## config.mk

```make
export PLATFORM = sky130hd
export DESIGN_NAME = snake_ctrl
export DESIGN_NICKNAME = d
export VERILOG_FILES = /design/src/rtl/snake_ctrl.sv
export SDC_FILE = /design/constraint.sdc
export NUM_CORES = 1
export LEC_CHECK = 0
export BUFFER_PORTS_ARGS = -buffer_cell sky130_fd_sc_hd__buf_2
export CORE_ASPECT_RATIO = 1.4
export CORE_MARGIN = 1
export CORE_UTILIZATION = 35
export CTS_BUF_LIST = sky130_fd_sc_hd__clkbuf_8
export DETAILED_ROUTE_END_ITERATION = 12
export HOLD_SLACK_MARGIN = 0.15
export PLACE_DENSITY = 0.52
export SETUP_SLACK_MARGIN = 0.2
export SLEW_MARGIN = 0
export SYNTH_ARGS = -nofsm -noshare
export SYNTH_HDL_FRONTEND = slang
export SYNTH_SLANG_ARGS = --single-unit
```

## constraint.sdc

```tcl
create_clock -name clk -period 3.2 [get_ports clk]
set_input_delay 0.48 -clock clk [delete_from_list [all_inputs] [get_ports clk]]
set_output_delay 0.48 -clock clk [all_outputs]
set_load 0.03 [all_outputs]
```

## src/rtl/snake_ctrl.sv

```systemverilog
// Snake game head controller: key synchronizer, IDLE/RUN/OVER FSM, frame-tick step
// counter, direction filtering and head movement with wall collision detection.
module snake_ctrl #(
  parameter int GRID_W          = 40,
  parameter int GRID_H          = 30,
  parameter int FRAMES_PER_STEP = 8
) (
  input  logic       clk,
  input  logic       rst,
  input  logic [3:0] key,
  input  logic       frame_tick,
  input  logic       self_hit,
  output logic [5:0] head_x,
  output logic [5:0] head_y,
  output logic [1:0] dir,
  output logic       move_stb,
  output logic [1:0] state,
  output logic       game_over
);

  typedef enum logic [1:0] {S_IDLE = 2'b00, S_RUN = 2'b01, S_OVER = 2'b10} state_e;
  typedef enum logic [1:0] {D_UP = 2'b00, D_DOWN = 2'b01, D_LEFT = 2'b10, D_RIGHT = 2'b11} dir_e;

  localparam logic [5:0] X_START  = 6'(GRID_W / 2);
  localparam logic [5:0] Y_START  = 6'(GRID_H / 2);
  localparam logic [5:0] X_MAX    = 6'(GRID_W - 1);
  localparam logic [5:0] Y_MAX    = 6'(GRID_H - 1);
  localparam logic [7:0] CNT_LAST = 8'(FRAMES_PER_STEP - 1);

  function automatic dir_e key_prio(input logic [3:0] k);
    if (k[0])      return D_UP;
    else if (k[1]) return D_DOWN;
    else if (k[2]) return D_LEFT;
    else           return D_RIGHT;
  endfunction

  function automatic dir_e reverse_of(input dir_e d);
    case (d)
      D_UP:    return D_DOWN;
      D_DOWN:  return D_UP;
      D_LEFT:  return D_RIGHT;
      default: return D_LEFT;
    endcase
  endfunction

  logic [3:0] key_meta_q, key_s_q;
  state_e     state_q, state_d;
  dir_e       dir_q, dir_d, dir_next_q, dir_next_d, key_dir;
  logic [5:0] head_x_q, head_x_d, head_y_q, head_y_d, tgt_x, tgt_y;
  logic [7:0] cnt_q, cnt_d;
  logic       move_stb_q, move_stb_d;
  logic       wall;

  // NOTE: sequential state uses non-blocking assignments so every flop samples
  // pre-edge values regardless of process evaluation order.
  always_ff @(posedge clk or posedge rst) begin
    if (rst) begin
      key_meta_q <= '0;
      key_s_q    <= '0;
      state_q    <= S_IDLE;
      dir_q      <= D_RIGHT;
      dir_next_q <= D_RIGHT;
      head_x_q   <= X_START;
      head_y_q   <= Y_START;
      cnt_q      <= '0;
      move_stb_q <= 1'b0;
    end else begin
      key_meta_q <= key;
      key_s_q    <= key_meta_q;
      state_q    <= state_d;
      dir_q      <= dir_d;
      dir_next_q <= dir_next_d;
      head_x_q   <= head_x_d;
      head_y_q   <= head_y_d;
      cnt_q      <= cnt_d;
      move_stb_q <= move_stb_d;
    end
  end

  // Target cell of the pending step, and whether that step would leave the grid.
  always_comb begin
    tgt_x = head_x_q;
    tgt_y = head_y_q;
    wall  = 1'b0;
    case (dir_next_q)
      D_UP:    if (head_y_q == '0)    wall = 1'b1; else tgt_y = head_y_q - 6'd1;
      D_DOWN:  if (head_y_q == Y_MAX) wall = 1'b1; else tgt_y = head_y_q + 6'd1;
      D_LEFT:  if (head_x_q == '0)    wall = 1'b1; else tgt_x = head_x_q - 6'd1;
      default: if (head_x_q == X_MAX) wall = 1'b1; else tgt_x = head_x_q + 6'd1;
    endcase
  end

  // NOTE: every signal written here gets a default first, so no path can
  // leave one unassigned and infer a latch.
  always_comb begin
    state_d    = state_q;
    dir_d      = dir_q;
    dir_next_d = dir_next_q;
    head_x_d   = head_x_q;
    head_y_d   = head_y_q;
    cnt_d      = cnt_q;
    move_stb_d = 1'b0;
    key_dir    = key_prio(key_s_q);

    case (state_q)
      S_IDLE: begin
        cnt_d = '0;
        // Any first key starts the game, even one reversing the reset heading.
        if (|key_s_q) begin
          state_d    = S_RUN;
          dir_next_d = key_dir;
        end
      end
      S_RUN: begin
        if (|key_s_q && key_dir != reverse_of(dir_q)) dir_next_d = key_dir;
        if (frame_tick) cnt_d = (cnt_q == CNT_LAST) ? '0 : cnt_q + 8'd1;
        if (self_hit) begin
          state_d = S_OVER;
          cnt_d   = '0;
        end else if (frame_tick && cnt_q == CNT_LAST) begin
          dir_d = dir_next_q;
          if (wall) begin
            state_d = S_OVER;
          end else begin
            head_x_d   = tgt_x;
            head_y_d   = tgt_y;
            move_stb_d = 1'b1;
          end
        end
      end
      S_OVER: cnt_d = '0;
      default: begin
        state_d = S_IDLE;
        cnt_d   = '0;
      end
    endcase
  end

  assign head_x    = head_x_q;
  assign head_y    = head_y_q;
  assign dir       = dir_q;
  assign move_stb  = move_stb_q;
  assign state     = state_q;
  assign game_over = (state_q == S_OVER);

endmodule

```

After elaboration in Yosys (flattened, before gate mapping)
Cells that the tools add are included.
Storage, ports and cells
  register bits after elaboration: 35
  input port bits: 8
  output and inout bits: 18
  logic and storage cells: 85
Operators by class
  add/sub/neg operators: 5
  equality and inequality tests: 19
  mux-type cells: 32
  bitwise logic cells: 4
  reduce and logical (&&, ||, !) cells: 16
Operators by type and width (number)
  8-bit 2-to-1 mux: 4
  6-bit 2-to-1 mux: 4
  6-bit case mux with 2 select lines: 2
  2-bit 2-to-1 mux: 9
  7-bit AND reduction: 2
  6-bit by 1-bit adder with 6-bit output, second input constant: 2
  6-bit zero test: 2
  2-bit case mux with 3 select lines: 2
  6-bit by 1-bit subtractor with 6-bit output, second input constant: 2
  2-bit != test, second input constant: 5
  1-bit 2-to-1 mux: 9
  3-bit != test, second input constant: 3
  8-bit by 1-bit adder with 8-bit output, second input constant: 1
  8-bit by 3-bit == test with 1-bit output, second input constant: 1
  2-bit by 1-bit == test with 1-bit output, second input constant: 3
  2-bit == test, second input constant: 3
  6-bit by 5-bit == test with 1-bit output, second input constant: 1
  6-bit == test, second input constant: 1
  2-bit zero test: 3
  3-bit AND reduction: 2
  1-bit inverter: 4
  2-bit case mux with 2 select lines: 1
  4-bit AND reduction: 1
  2-bit nonzero test: 2
  other kinds (6): 7

Longest topological paths before layout
  word-level depth: 7
  mapped depth: 8
  depth with buffers taken out: 8

Worst setup path before layout
No wires, ideal clock.
  path kind: register to register
  from: reg state_q[0], in the netlist state[0]
  to: reg head_y_q[5], in the netlist head_y[5]
  setup time: 80 ps
  arrival: 2269 ps
  data required time: 3120 ps
  path slack: 851 ps
  cell stages (with the launch flop): 7
  buffers on the path: 1
  period minus slack after synthesis: 2349 ps
  cells stage by stage: dfrtp_1 -> or3b_1 -> buf_6 -> or4_4 -> nand4b_4 -> a2111oi_4 -> xor2_1
Between the ends
  cells in the longest elaborated chain, start to end: 2
RTL lines
  from (decl): line 47  | state_e state_q, state_d;
  from (signal assigned): line 70  | state_q <= state_d;
  2-bit by 1-bit == test with 1-bit output: line 105  | case (state_q)
  7-bit AND reduction (no source line)
  to (signal assigned): line 74  | head_y_q <= head_y_d;
  to (decl): line 49  | logic [5:0] head_x_q, head_x_d, head_y_q, head_y_d, tgt_x, tgt_y;
Every way passes these cells.
A chain may end at the register's enable or synchronous reset.

Final worst setup path
  from: reg dir_next_q[1]
  to: reg head_y_q[5], in the netlist head_y[5]
Between the ends
  cells in the longest elaborated chain, start to end: 4
  elaborated cells on any way between the ends: 10
  those cells by class: 4 x eq/ne; 2 x mux; 1 x bitwise; 3 x reduce/logical
RTL lines
  from (decl): line 48  | dir_e dir_q, dir_d, dir_next_q, dir_next_d, key_dir;
  from (signal assigned): line 72  | dir_next_q <= dir_next_d;
  2-bit == test (tied with other cells): line 85  | case (dir_next_q)
  1-bit case mux with 3 select lines: line 85
  1-bit inverter (no source line)
  7-bit AND reduction (no source line)
Parallel ways exist; a longest one is shown, timed or not.

==> run summary <==
## Status
• result of the run: finished clean

## Floorplan
• full die area: 5730 µm²
• number of standard-cell rows in the floorplan: 31
• Std-Cell Core Area: 5200 µm²
• starting density of the core: 0.366
• Die H: 89.2 µm
• x dimension of the die: 64.3 µm
• top-level port count: 26

## Placed design
• half-perimeter wire length after detailed placement: 3080 µm
• number of buffers added on ports: 25
• routability congestion estimate from global placement: 0.840
• Placed Area: 2110 µm²

## STA
• unrepaired setup endpoints after global routing: false
• final setup violation count: 0
• headroom to the max-slew limit: 0.295
• final-report max-slew violation count: 0
• slew at the pin with the worst max-slew slack: 1.06 ns
• maximum clock skew at final layout: 0.00560 ns
• Max Fclk: 406 MHz
• total negative setup slack: 0 ns
• min Tclk post-route: 2.46 ns
• final hold violation count: 0
• Tcrit/Tclk final: 0.769

## Clocking
• later-pin clock latency in the skew report: 0.28 ns
• deepest level of the CTS H-tree: 2
• clk root buf: sky130_fd_sc_hd__clkbuf_8
• TritonCTS clock tree: yes
• clock sink count: 35
• number of setup buffers added after CTS: 0
• clock slew at reported path FFs: 0.07 ns
• number of buffers added to fix hold violations after cts: 0
• number of buffers inserted during clock tree synthesis: 5
• CTS max path bufs: 2
• count of cells resized by post-cts repair: 0

## GRT
• GRT Residual Overflow: 0
• pin count of the biggest net entering global routing: 30
• Overall Global Routing Usage: 0.160
• wire length of the first global-routing pass: 7000 µm
• initial antenna violation count: 0
• vias in the first global route: 1484

## Finish
• finished layout cell area: 2220 µm²
• number of diodes: 0
• share of layout cells above drive strength 1: 0.276
• area added between synthesis and finish: 16.8%
• fill cell instance count of the final layout: 524
• number of nets in the layout: 221

## Synth
• number of nets in the synthesized netlist: 189
• Synth Register Bits: 35
• cells taking the most area after synthesis: sky130_fd_sc_hd__dfrtp_1, sky130_fd_sc_hd__dfstp_2, sky130_fd_sc_hd__ha_1
• Yosys warnings: 0
• Most used DFF post-synth: sky130_fd_sc_hd__dfrtp_1
• fraction of the yosys area taken by sequential cells: 0.467
• unique cell type count in the Yosys netlist: 42
• area leader, netlist: sky130_fd_sc_hd__dfrtp_1
• cell area after technology mapping: 1900 µm²
• most common cell in the synthesized netlist: sky130_fd_sc_hd__dfrtp_1
• count of flip-flops with a built-in enable after synthesis: 0
• Post-Syn Instances: 170
• Synth top area share: 0.329
• top cells by count, synth: sky130_fd_sc_hd__dfrtp_1, sky130_fd_sc_hd__nor2_1, sky130_fd_sc_hd__dfstp_2
• post-synthesis area per instance: 11.2 µm²
• asr flop ratio synth: 1.00

## Critical path
• crit-path max FO: 10
• arrival time at the worst endpoint: 2.62 ns
• type of the worst setup path: reg -> reg
• startpoint type of the worst setup path: flop
• Slowest cell on crit path: sky130_fd_sc_hd__dfstp_2
• type of destination of the critical path: flop
• worst path cell trace: nand2b_1 > ha_1 > a211oi_1 > nor2_1 > nor4_1 > a2111oi_4 > xor2_1
• required time at the endpoint of the critical path: 3.35 ns
• peak per-stage delay on the critical path: 0.59 ns
• WP buf/inv: 0
• gate family responsible for the most delay along the worst path: simple AND/OR/NAND/NOR gates

## Run
• total of max-cap violations: 0

## Pwr
• maximum resistive drop on vdd: 0.234 mV
• power per cell area: 563 nW/µm²
• leakage component of the power: 1.05 nW

## Routing
• post-DR vias/cell: 5.23
• # DRC: 0
• 1st-pass router iterations: 4
• iteration-0 DRC count of the detailed router: 16
• detail-routed net length per standard cell: 14.5 µm
• vias: 1406
• residual antenna-violating net count after detailed routing: 0
• routed wire length: 3910 µm

## Min path
• class of the most critical hold timing path: in -> reg

## flip-flops by register name, indices dropped and copies added (netlist names)
name / flops
cnt_q: 8
dir: 2
dir_next_q: 2
head_x: 6
head_y: 6
key_meta_q: 4
key_s_q: 4
move_stb: 1
state: 2
## cell type report
class / instances / area, µm² / area share
clock inverters: 3 / 43.8 / 0.0197
repair buffers: 27 / 140 / 0.0631
flip-flops and latches: 35 / 888 / 0.400
clock buffers: 5 / 68.8 / 0.0310
inverters: 5 / 18.8 / 0.00846
multi-input cells: 128 / 977 / 0.440
well taps: 66 / 82.6 / 0.0372
## where the power goes
part           switching [mW]  total [mW]  leakage, nW  internal (mW)
sequential             0.0443       0.525        0.430          0.480
combinational           0.207       0.338        0.560          0.132
clock                   0.154       0.386       0.0581          0.232
## routing by layer
metal,vias to the layer above,share of wire,global-route usage
met1,677,0.41,0.176
met3,10,0.031,0.0383
li1,692,-,-
met5,-,0,0
met4,0,0.023,0.0667
met2,27,0.53,0.294
## kinds of logic (layout without fill, tap and decap cells)
logic type / count (synthesis) / after routing / share of synthesized area
compound gates: 36 / 36 / 0.137
xor+xnor: 16 / 16 / 0.0737
fa+ha+maj: 11 / 11 / 0.0803
buf+inv: 7 / 40 / 0.0184
flops: 35 / 35 / 0.467
mux: 9 / 9 / 0.0520
simple gates: 56 / 56 / 0.171
## cells in the final DEF (no fill, tap or decap), types with 2 or more instances in the layout
cell type and instances:
sky130_fd_sc_hd__dfrtp_1 25, sky130_fd_sc_hd__buf_2 25, sky130_fd_sc_hd__nor2_1 13, sky130_fd_sc_hd__dfstp_2 10, sky130_fd_sc_hd__nand2_1 9, sky130_fd_sc_hd__xnor2_1 9
sky130_fd_sc_hd__ha_1 9, sky130_fd_sc_hd__o21ai_0 8, sky130_fd_sc_hd__mux2_2 7, sky130_fd_sc_hd__xor2_1 7, sky130_fd_sc_hd__a21oi_1 6, sky130_fd_sc_hd__or4_1 5
sky130_fd_sc_hd__nor3_1 5, sky130_fd_sc_hd__inv_1 5, sky130_fd_sc_hd__a211oi_1 5, sky130_fd_sc_hd__clkbuf_8 5, sky130_fd_sc_hd__nand2b_1 4, sky130_fd_sc_hd__nand4_1 4
sky130_fd_sc_hd__a21o_1 4, sky130_fd_sc_hd__o31ai_1 3, sky130_fd_sc_hd__nor3b_1 3, sky130_fd_sc_hd__nor4_1 2, sky130_fd_sc_hd__o22ai_1 2, sky130_fd_sc_hd__and2_1 2
sky130_fd_sc_hd__mux2i_1 2, sky130_fd_sc_hd__nand3_1 2, sky130_fd_sc_hd__fa_1 2, sky130_fd_sc_hd__buf_4 2
## final timing paths
path / endpoint / depth (start not counted) / from / slack (ns)
hold reg to reg: key_s_q[2] / 0 / key_meta_q[2] / 0.35
max in group asynchronous: dir[0] / 3 / rst / 2.01
min in group asynchronous: cnt_q[6] / 2 / rst / 0.45
setup / recovery: head_y[5] / 7 / dir_next_q[1] / 0.74
hold / removal: key_meta_q[0] / 1 / key[0] / 0.30
setup reg to reg: head_y[5] / 7 / dir_next_q[1] / 0.74
## per-stage QoR
step	hold WS, ns	utilization	cells	total power, mW	setup slack [ns]
3_5_place_dp	0.335	0.405	261	0.874	0.688
2_1_floorplan	0.331	-	170	0.795	0.851
4_1_cts	0.288	0.427	269	1.27	0.730
6_report	0.298	0.427	269	1.25	0.738
5_1_grt	0.280	0.427	269	1.33	0.584
3_3_place_gp	0.333	0.405	261	0.854	0.749
(Power assumes the default switching activity.)
